[config.mk]
export PLATFORM = sky130hd
export DESIGN_NAME = ahb_sdram_frontend_flat
export DESIGN_NICKNAME = d
export VERILOG_FILES = /design/src/rtl/ahb_sdram_frontend_if.sv /design/src/rtl/ahb_sdram_frontend.sv /design/src/flat_wrapper.sv
export SDC_FILE = /design/constraint.sdc
export NUM_CORES = 1
export LEC_CHECK = 0
export ABC_AREA = 1
export BUFFER_PORTS_ARGS = -buffer_cell sky130_fd_sc_hd__clkbuf_2
export CORE_MARGIN = 1
export CORE_UTILIZATION = 45
export CTS_CLUSTER_DIAMETER = 80
export CTS_CLUSTER_SIZE = 28
export DETAILED_ROUTE_END_ITERATION = 7
export GPL_ROUTABILITY_DRIVEN = 0
export PLACE_DENSITY = 0.85
export SKIP_LAST_GASP = 1
export SYNTH_ARGS = -nofsm -noshare
export SYNTH_HDL_FRONTEND = slang
export SYNTH_SLANG_ARGS = --single-unit
[constraint.sdc]
create_clock -name clk -period 2.2 [get_ports clk]
set_input_delay 0.11 -clock clk [delete_from_list [all_inputs] [get_ports clk]]
set_output_delay 0.11 -clock clk [all_outputs]
set_load 0.1 [all_outputs]
[src/rtl/ahb_sdram_frontend_if.sv]
// Bundle of the AHB-Lite slave port and the SDRAM core request/response channels.
// slave = the front-end's view, master = the bus master plus core side.
interface ahb_sdram_frontend_if #(
  parameter int unsigned AW = 24,
  parameter int unsigned DW = 16
);
  logic          hsel;
  logic [AW-1:0] haddr;
  logic [1:0]    htrans;
  logic          hwrite;
  logic [2:0]    hsize;
  logic [2:0]    hburst;
  logic          hmasterlock;
  logic [3:0]    hprot;
  logic [DW-1:0] hwdata;
  logic          hready;
  logic          hreadyout;
  logic          hresp;
  logic [DW-1:0] hrdata;

  logic          req_valid;
  logic          req_ready;
  logic          req_write;
  logic [AW-2:0] req_addr;
  logic [DW-1:0] req_wdata;
  logic [1:0]    req_byteen;
  logic          rsp_valid;
  logic [DW-1:0] rsp_rdata;

  modport slave (
    input  hsel, haddr, htrans, hwrite, hsize, hburst, hmasterlock, hprot,
    input  hwdata, hready,
    output hreadyout, hresp, hrdata,
    output req_valid, req_write, req_addr, req_wdata, req_byteen,
    input  req_ready, rsp_valid, rsp_rdata
  );

  modport master (
    output hsel, haddr, htrans, hwrite, hsize, hburst, hmasterlock, hprot,
    output hwdata, hready,
    input  hreadyout, hresp, hrdata,
    input  req_valid, req_write, req_addr, req_wdata, req_byteen,
    output req_ready, rsp_valid, rsp_rdata
  );
endinterface

[src/rtl/ahb_sdram_frontend.sv]
// AHB-Lite slave front-end for the SDRAM controller core: each accepted transfer
// becomes one single-beat request, with AHB wait states until the core completes it.
module ahb_sdram_frontend #(
  parameter int unsigned AW = 24,
  parameter int unsigned DW = 16
) (
  input  logic                 clk,
  input  logic                 rst_n,
  ahb_sdram_frontend_if.slave  bus
);
  localparam int unsigned RAW = AW - 1;
  localparam int unsigned BEW = 2;

  localparam logic [2:0] ST_IDLE    = 3'd0;
  localparam logic [2:0] ST_WR_REQ  = 3'd1;
  localparam logic [2:0] ST_RD_REQ  = 3'd2;
  localparam logic [2:0] ST_RD_WAIT = 3'd3;
  localparam logic [2:0] ST_ERR1    = 3'd4;
  localparam logic [2:0] ST_ERR2    = 3'd5;

  // Reset: asserts asynchronously, releases on a clock edge.
  logic rst_meta_q, rst_meta_d;
  logic rst_sync_q, rst_sync_d;

  always_comb begin
    rst_meta_d = 1'b1;
    rst_sync_d = rst_meta_q;
  end

  always_ff @(posedge clk or negedge rst_n) begin
    if (!rst_n) begin
      rst_meta_q <= 1'b0;
      rst_sync_q <= 1'b0;
    end else begin
      rst_meta_q <= rst_meta_d;
      rst_sync_q <= rst_sync_d;
    end
  end

  logic [2:0]     state_q, state_d;
  logic           hreadyout_q, hreadyout_d;
  logic           hresp_q, hresp_d;
  logic [DW-1:0]  hrdata_q, hrdata_d;
  logic           req_valid_q, req_valid_d;
  logic           req_write_q, req_write_d;
  logic [RAW-1:0] req_addr_q, req_addr_d;
  logic [BEW-1:0] req_byteen_q, req_byteen_d;

  logic           accept_c;
  logic           legal_c;
  logic [BEW-1:0] byteen_c;
  logic           unused_ok_c;

  // Transfer qualification and size/alignment decode of the current address phase.
  always_comb begin
    accept_c = bus.hsel & bus.hready & bus.htrans[1];
    legal_c  = 1'b1;
    byteen_c = '0;
    case (bus.hsize)
      3'd0: byteen_c = bus.haddr[0] ? 2'b10 : 2'b01;
      3'd1: begin
        if (bus.haddr[0]) begin
          legal_c = 1'b0;
        end else begin
          byteen_c = 2'b11;
        end
      end
      default: legal_c = 1'b0;
    endcase
  end

  // Next state, captured request fields, and registered outputs for the next state.
  always_comb begin
    state_d      = state_q;
    hrdata_d     = hrdata_q;
    req_write_d  = req_write_q;
    req_addr_d   = req_addr_q;
    req_byteen_d = req_byteen_q;
    hreadyout_d  = 1'b1;
    hresp_d      = 1'b0;
    req_valid_d  = 1'b0;

    case (state_q)
      ST_IDLE, ST_ERR2: begin
        state_d = ST_IDLE;
        if (accept_c) begin
          if (!legal_c) begin
            state_d = ST_ERR1;
          end else begin
            state_d      = bus.hwrite ? ST_WR_REQ : ST_RD_REQ;
            req_write_d  = bus.hwrite;
            req_addr_d   = bus.haddr[AW-1:1];
            req_byteen_d = byteen_c;
          end
        end
      end
      ST_WR_REQ: begin
        if (bus.req_ready) state_d = ST_IDLE;
      end
      ST_RD_REQ: begin
        if (bus.req_ready) state_d = ST_RD_WAIT;
      end
      ST_RD_WAIT: begin
        if (bus.rsp_valid) begin
          hrdata_d = bus.rsp_rdata;
          state_d  = ST_IDLE;
        end
      end
      ST_ERR1: state_d = ST_ERR2;
      default: state_d = ST_IDLE;
    endcase

    case (state_d)
      ST_WR_REQ, ST_RD_REQ: begin
        hreadyout_d = 1'b0;
        req_valid_d = 1'b1;
      end
      ST_RD_WAIT: hreadyout_d = 1'b0;
      ST_ERR1: begin
        hreadyout_d = 1'b0;
        hresp_d     = 1'b1;
      end
      ST_ERR2: hresp_d = 1'b1;
      default: ;
    endcase
  end

  always_ff @(posedge clk or negedge rst_sync_q) begin
    if (!rst_sync_q) begin
      state_q      <= ST_IDLE;
      hreadyout_q  <= 1'b1;
      hresp_q      <= 1'b0;
      hrdata_q     <= '0;
      req_valid_q  <= 1'b0;
      req_write_q  <= 1'b0;
      req_addr_q   <= '0;
      req_byteen_q <= '0;
    end else begin
      state_q      <= state_d;
      hreadyout_q  <= hreadyout_d;
      hresp_q      <= hresp_d;
      hrdata_q     <= hrdata_d;
      req_valid_q  <= req_valid_d;
      req_write_q  <= req_write_d;
      req_addr_q   <= req_addr_d;
      req_byteen_q <= req_byteen_d;
    end
  end

  // Write data passes straight through: the master holds hwdata for the whole data phase.
  assign bus.req_wdata  = (state_q == ST_WR_REQ) ? bus.hwdata : DW'(0);
  assign bus.hreadyout  = hreadyout_q;
  assign bus.hresp      = hresp_q;
  assign bus.hrdata     = hrdata_q;
  assign bus.req_valid  = req_valid_q;
  assign bus.req_write  = req_write_q;
  assign bus.req_addr   = req_addr_q;
  assign bus.req_byteen = req_byteen_q;

  assign unused_ok_c = ^{bus.hburst, bus.hmasterlock, bus.hprot, bus.htrans[0]};

endmodule

[src/flat_wrapper.sv]
// flat-port wrapper written by rule: the top's interface ports become plain ports
module ahb_sdram_frontend_flat 
#(
  parameter int unsigned AW = 24,
  parameter int unsigned DW = 16
)
  (clk, rst_n, bus_hsel, bus_haddr, bus_htrans, bus_hwrite, bus_hsize, bus_hburst, bus_hmasterlock, bus_hprot, bus_hwdata, bus_hready, bus_hreadyout, bus_hresp, bus_hrdata, bus_req_valid, bus_req_write, bus_req_addr, bus_req_wdata, bus_req_byteen, bus_req_ready, bus_rsp_valid, bus_rsp_rdata);
  ahb_sdram_frontend_if #(.AW(AW), .DW(DW)) bus_i ();
  input  logic clk;
  input  logic rst_n;
  input wire logic [$bits(bus_i.hsel)-1:0] bus_hsel;
  input wire logic [$bits(bus_i.haddr)-1:0] bus_haddr;
  input wire logic [$bits(bus_i.htrans)-1:0] bus_htrans;
  input wire logic [$bits(bus_i.hwrite)-1:0] bus_hwrite;
  input wire logic [$bits(bus_i.hsize)-1:0] bus_hsize;
  input wire logic [$bits(bus_i.hburst)-1:0] bus_hburst;
  input wire logic [$bits(bus_i.hmasterlock)-1:0] bus_hmasterlock;
  input wire logic [$bits(bus_i.hprot)-1:0] bus_hprot;
  input wire logic [$bits(bus_i.hwdata)-1:0] bus_hwdata;
  input wire logic [$bits(bus_i.hready)-1:0] bus_hready;
  output wire logic [$bits(bus_i.hreadyout)-1:0] bus_hreadyout;
  output wire logic [$bits(bus_i.hresp)-1:0] bus_hresp;
  output wire logic [$bits(bus_i.hrdata)-1:0] bus_hrdata;
  output wire logic [$bits(bus_i.req_valid)-1:0] bus_req_valid;
  output wire logic [$bits(bus_i.req_write)-1:0] bus_req_write;
  output wire logic [$bits(bus_i.req_addr)-1:0] bus_req_addr;
  output wire logic [$bits(bus_i.req_wdata)-1:0] bus_req_wdata;
  output wire logic [$bits(bus_i.req_byteen)-1:0] bus_req_byteen;
  input wire logic [$bits(bus_i.req_ready)-1:0] bus_req_ready;
  input wire logic [$bits(bus_i.rsp_valid)-1:0] bus_rsp_valid;
  input wire logic [$bits(bus_i.rsp_rdata)-1:0] bus_rsp_rdata;
  assign bus_i.hsel = bus_hsel;
  assign bus_i.haddr = bus_haddr;
  assign bus_i.htrans = bus_htrans;
  assign bus_i.hwrite = bus_hwrite;
  assign bus_i.hsize = bus_hsize;
  assign bus_i.hburst = bus_hburst;
  assign bus_i.hmasterlock = bus_hmasterlock;
  assign bus_i.hprot = bus_hprot;
  assign bus_i.hwdata = bus_hwdata;
  assign bus_i.hready = bus_hready;
  assign bus_hreadyout = bus_i.hreadyout;
  assign bus_hresp = bus_i.hresp;
  assign bus_hrdata = bus_i.hrdata;
  assign bus_req_valid = bus_i.req_valid;
  assign bus_req_write = bus_i.req_write;
  assign bus_req_addr = bus_i.req_addr;
  assign bus_req_wdata = bus_i.req_wdata;
  assign bus_req_byteen = bus_i.req_byteen;
  assign bus_i.req_ready = bus_req_ready;
  assign bus_i.rsp_valid = bus_rsp_valid;
  assign bus_i.rsp_rdata = bus_rsp_rdata;
  ahb_sdram_frontend #(.AW(AW), .DW(DW)) u_core (.clk(clk), .rst_n(rst_n), .bus(bus_i));
endmodule
==> results of run 1 <==
## per-layer routing
layer | part of all wire | global-route usage
met5 | 0 | 0
met4 | 0.0072 | 0.0533
met3 | 0.087 | 0.0570
met2 | 0.53 | 0.379
met1 | 0.37 | 0.212
## layout make-up
class	count	area (µm²)
repair buffers	137	731
well taps	52	65.1
inverters	26	97.6
multi-input cells	148	729
flip-flops and latches	50	1250
clock inverters	1	30.0
clock buffers	7	76.3
fillers	356	1460
## cell families after synthesis
family	count (synthesis)
other	1
AND/OR/NAND/NOR	128
AO/OA/AOI/OAI	3
multiplexers	16
flip-flops	50
buffers and inverters	32
## through the flow
stage                     hold slack [ns]  instances  setup TNS, ns  setup WS [ns]
after floorplan                    -0.186        230         -0.939        -0.0939
after global placement             -0.104        405              0          0.584
after detailed placement           -0.103        405              0          0.537
after CTS                        0.000605        421              0          0.203
after global routing               0.0113        421              0         0.0912
final                             0.00812        421              0          0.236
## cell usage in the layout (no fill, tap or decap), drive strengths merged
cell type and count:
nand3b 1, bufinv 1, dfrtp 49, o21ai 1
inv 26, nor3 1, nand4 1, clkbuf 134
mux2 16, nand3 4, dfstp 1, conb 1
o211ai 1, a21boi 1, buf 2, nor2 31
dlygate4sd3 8, nand2 90
## sequential cells by signal (all words and copies together), names as in the netlist
register,count
u_core.bus.hrdata,16
u_core.bus.hreadyout,1
u_core.bus.hresp,1
u_core.bus.req_addr,23
u_core.bus.req_byteen,2
u_core.bus.req_valid,1
u_core.bus.req_write,1
u_core.rst_meta_q,1
u_core.rst_sync_q,1
u_core.state_q,3
## synthesized netlist by cell type, types with 2 or more instances
library cell | instances | area [µm²]
nand3_1 | 3 | 15.0
buf_2 | 2 | 10.0
nand2_1 | 89 | 334
buf_4 | 2 | 15.0
inv_1 | 25 | 93.8
nor2_2 | 4 | 25.0
mux2_2 | 16 | 180
nor2_1 | 26 | 97.6
dfrtp_1 | 49 | 1230
## worst max-delay path, delay by kind of cell, from the launching register on
family / cells / cell delay [ns]
DFF: 1 / 0.43
and+or+nand+nor: 3 / 0.66
buffers and inverters: 1 / 0.48
## worst max-delay path by stage
stage	start	endpoint	slack, ns	cells past startpoint
after floorplan	u_core.state_q[1]	bus_req_wdata[10]	-0.09	4
after global placement	u_core.state_q[1]	bus_req_wdata[3]	0.58	4
after detailed placement	u_core.state_q[1]	bus_req_wdata[0]	0.54	4
after CTS	u_core.state_q[1]	bus_req_wdata[0]	0.20	4
after global routing	u_core.state_q[1]	bus_req_wdata[0]	0.09	4
final	u_core.state_q[1]	bus_req_wdata[2]	0.24	4
==> metrics.txt, run 1 <==
multiplexer share of the synthesized area 0.0850; cell area after synthesis 2120 µm²; Fin. Hold Viols 0; WHS Path Cells 3; Tmin final 1.96 ns; proportion of layout cells with a drive suffix above 1 0.436; Worst-path clk slew 0.08 ns; Post-DRT Antenna Nets 0; Yosys cell types 23; routed via count 1933; Crit-path slowest cell clkbuf_2; endpoint class of the critical path output pin; Max clock buf depth 2; reg-to-reg endpoint u_core.bus.req_byteen[1]; post-synth net total 306; critical-path cell list nor2_2 > nand2_1 > nor2_1 > clkbuf_2; startpoint types flop; Core Rows 24; main combinational cell family by area after synthesis simple AND/OR/NAND/NOR gates; CTS Buf Count 5; total grt overflow 0; CTS H-Tree Depth 2; async set-reset flop share out of synthesis 1.00; adder-cell share of the synthesized area 0; first-pass GRT wire length just under 8000 µm; Post-Synth Simple-Gate Area 0.248; area delta synth->final 40.7%; max_cap viols 0; final core occ 0.671; fmax between 500 and 600 MHz; post-CTS resize count 0; initial antenna violation count 0; pin count of the biggest net entering global routing 40; drt first pass iters 7; Mean Syn Cell Area 9.22 µm²; compound-cell area share of the yosys netlist 0.00945; RSZ-0062 raised after global routing no; chip width 70.6 µm; Slew @ Worst Pin 0.807 ns; Setup CP Type reg2out; # IOs 137; Post-synth EDFFs 0; # nets final 444; drt total wl about 4700 µm; hold crit path type in2reg; DIE AREA 4990 µm²; routed len/inst 11.1 µm; Cell Area, Placed 2800 µm²; final setup fails 0; placeable core area 4440 µm²; failing checks DRC; reg2reg path depth 7; Synth Instances 230; Slew Limit Fails 0; outcome complete, but fails checks; Worst-Skew Late Latency around 0.29 ns; r2r setup slk 0.56 ns; FF+latch count, synth 50; XOR/XNOR share of the synthesized area 0; hold_buf cts 8; HP Start bus_haddr[21]; CTS tree built; Worst Hold Endpoint u_core.bus.req_addr[20]; Seq/Total Area, Yosys 0.591; final clock skew 0.00348 ns; CTS root buf clkbuf_8; DRC violation count after routing 20; number of global-route vias before repair 1899; Worst slew margin 0.462; drt first-iter violations 60; Yosys Warn Count 0; Antenna Cells 0; worst endpoint data arrival time 1.85 ns; Max stage delay on crit path 0.48 ns; setup fix buffers added after clock tree synthesis 0; period utilization 0.893; TritonCTS Sinks 50; Post-synth top flop dfrtp_1; initial core utilization 0.477; CP max FO 16; GRT Overall Usage 0.198; Die Height 70.6 µm; final instance area 2980 µm²; worst path required time 2.09 ns; Port Buffers between 100 and 150; dpl hpwl 3520 µm; vias per cell 4.59; Worst R2R Start u_core.state_q[1]
Power of run 1 is left out: the tool's default activity adds up to more than one toggle a clock period on the data nets, which glitch-free logic cannot reach.
==> inputs of run 2 (changes only) <==
MAX_ROUTING_LAYER = met4   (was not set)
==> run 2 against run 1 <==
Clock skew is essentially flat. The flow still finishes with violations (DRC). First-iteration DRC count grew 6.7%. Routed wire length shrank 0.13%. Die area is the same. Critical path type unchanged. Critical path depth is the same. Final cell count is the same. Worst setup slack is essentially flat. Non-clock buffer count is the same. Global-route usage grew 0.63 points.
==> metrics.txt, run 2 (synthesized netlist as in run 1, its figures left out) <==
outcome complete, but fails checks; failing checks DRC; Setup WS pre-CTS 0.537 ns (unchanged); post-CTS resize count 0 (unchanged); vias per cell 4.61 (+0.47%); total grt overflow 0 (unchanged); Slew Limit Fails 0 (unchanged); initial core utilization 0.477 (unchanged); Worst-path clk slew 0.08 ns (about the same); placeable core area 4440 µm² (unchanged); fmax 509 MHz (about the same); final setup margin 0.236 ns (+0.000122 ns); Tmin final 1.96 ns (-0.000122 ns); CTS Buf Count 5 (unchanged); CTS root buf clkbuf_8; routed via count 1942 (+0.47%); Cell Area, Placed 2800 µm² (unchanged); dpl hpwl 3520 µm (unchanged); drt total wl 4690 µm (-0.13%); drt first-iter violations 64 (+6.7%); filler cell count in the final layout 356 (unchanged); DIE AREA 4990 µm² (unchanged); routed len/inst 11.1 µm (-0.13%); GRT Overall Usage 0.204 (+0.00625); Core Rows 24 (unchanged); Worst-Skew Late Latency 0.29 ns (about the same); Worst slew margin 0.463 (+0.000738); final clock skew 0.00309 ns (-0.000391 ns); worst path required time 2.09 ns (about the same); most frequent cells in the layout 127 x clkbuf_2, 89 x nand2_1, 48 x dfrtp_1; hold_buf cts 8 (unchanged); Die Height 70.6 µm (unchanged); hold crit path type in2reg; worst endpoint data arrival time 1.85 ns (about the same); Fin. Hold Viols 0 (unchanged); # nets final 444 (unchanged); Max stage delay on crit path 0.48 ns (about the same); area delta synth->final 40.7% (unchanged); CTS tree built; pin count of the biggest net entering global routing 40 (unchanged); final setup fails 0 (unchanged); commonest non-fill, non-tap cell in the layout clkbuf_2; endpoint class of the critical path output pin; proportion of layout cells with a drive suffix above 1 0.436 (unchanged); Port Buffers 127 (unchanged); chip width 70.6 µm (unchanged); Max clock buf depth 2 (unchanged); initial antenna violation count 0 (unchanged); Slew @ Worst Pin 0.806 ns (-0.00111 ns); critical-path cell list nor2_2 > nand2_1 > nor2_1 > clkbuf_2; max reg flops 23 (unchanged); CTS H-Tree Depth 2 (unchanged); startpoint types flop; placed insts 405 (unchanged); final instance area 2980 µm² (unchanged); number of global-route vias before repair 1899 (unchanged); drt first pass iters 7 (unchanged); max_cap viols 0 (unchanged); Final Instance Count excl. Fillers 421 (unchanged); Post-DRT Antenna Nets 0 (unchanged); Antenna Cells 0 (unchanged); final core occ 0.671 (unchanged); Setup CP Type reg2out; RSZ-0062 raised after global routing no; period utilization 0.893 (about the same); DRC violation count after routing 20 (unchanged); setup fix buffers added after clock tree synthesis 0 (unchanged); first-pass GRT wire length 7820 µm (unchanged); # IOs 137 (unchanged); CP max FO 16 (unchanged); Crit-path slowest cell clkbuf_2; TritonCTS Sinks 50 (unchanged)
## run 2: worst paths after layout
kind | slack [ns] | to | cells after the start | startpoint
max | 0.24 | bus_req_wdata[2] | 4 | u_core.state_q[1]
min | 0.006 | u_core.bus.req_addr[20] | 3 | bus_haddr[21]
max reg2reg | 0.57 | u_core.bus.req_byteen[1] | 7 | u_core.state_q[1]
min reg2reg | 0.36 | u_core.rst_sync_q | 0 | u_core.rst_meta_q
max in group asynchronous | 1.19 | u_core.bus.req_addr[2] | 1 | u_core.rst_sync_q
min in group asynchronous | 0.13 | u_core.rst_sync_q | 2 | rst_n
## run 2: area by class of cell
type                            count  area, µm²  share of cell area
Clock buffer                        7       76.3              0.0256
Clock inverter                      1       30.0              0.0101
Inverter                           26       97.6              0.0327
Multi-Input combinational cell    148        729               0.245
Sequential cell                    50       1250               0.420
Tap cell                           52       65.1              0.0218
Timing Repair Buffer              137        731               0.245
## run 2: stage by stage
stage	hold slack, ns	setup TNS (ns)
4_1_cts	0.000605	0
2_1_floorplan	-0.186	-0.939
3_3_place_gp	-0.104	0
6_report	0.00616	0
3_5_place_dp	-0.103	0
5_1_grt	0.0113	0
## run 2: critical path, delay by kind of cell (launching register included)
kind | cells | cell delay (ns)
DFF | 1 | 0.43
and+or+nand+nor | 3 | 0.66
buffers and inverters | 1 | 0.48
## run 2: metal layers
layer / part of all wire / GRT usage / wire (µm) / vias up
met2: 0.53 / 0.379 / 2490 / 96
li1: - / - / - / 961
met5: 0 / - / 0 / -
met3: 0.087 / 0.0499 / 406 / 4
met4: 0.0073 / 0.0533 / 34 / 0
met1: 0.38 / 0.217 / 1760 / 881
Power of run 2 is left out for the same reason.
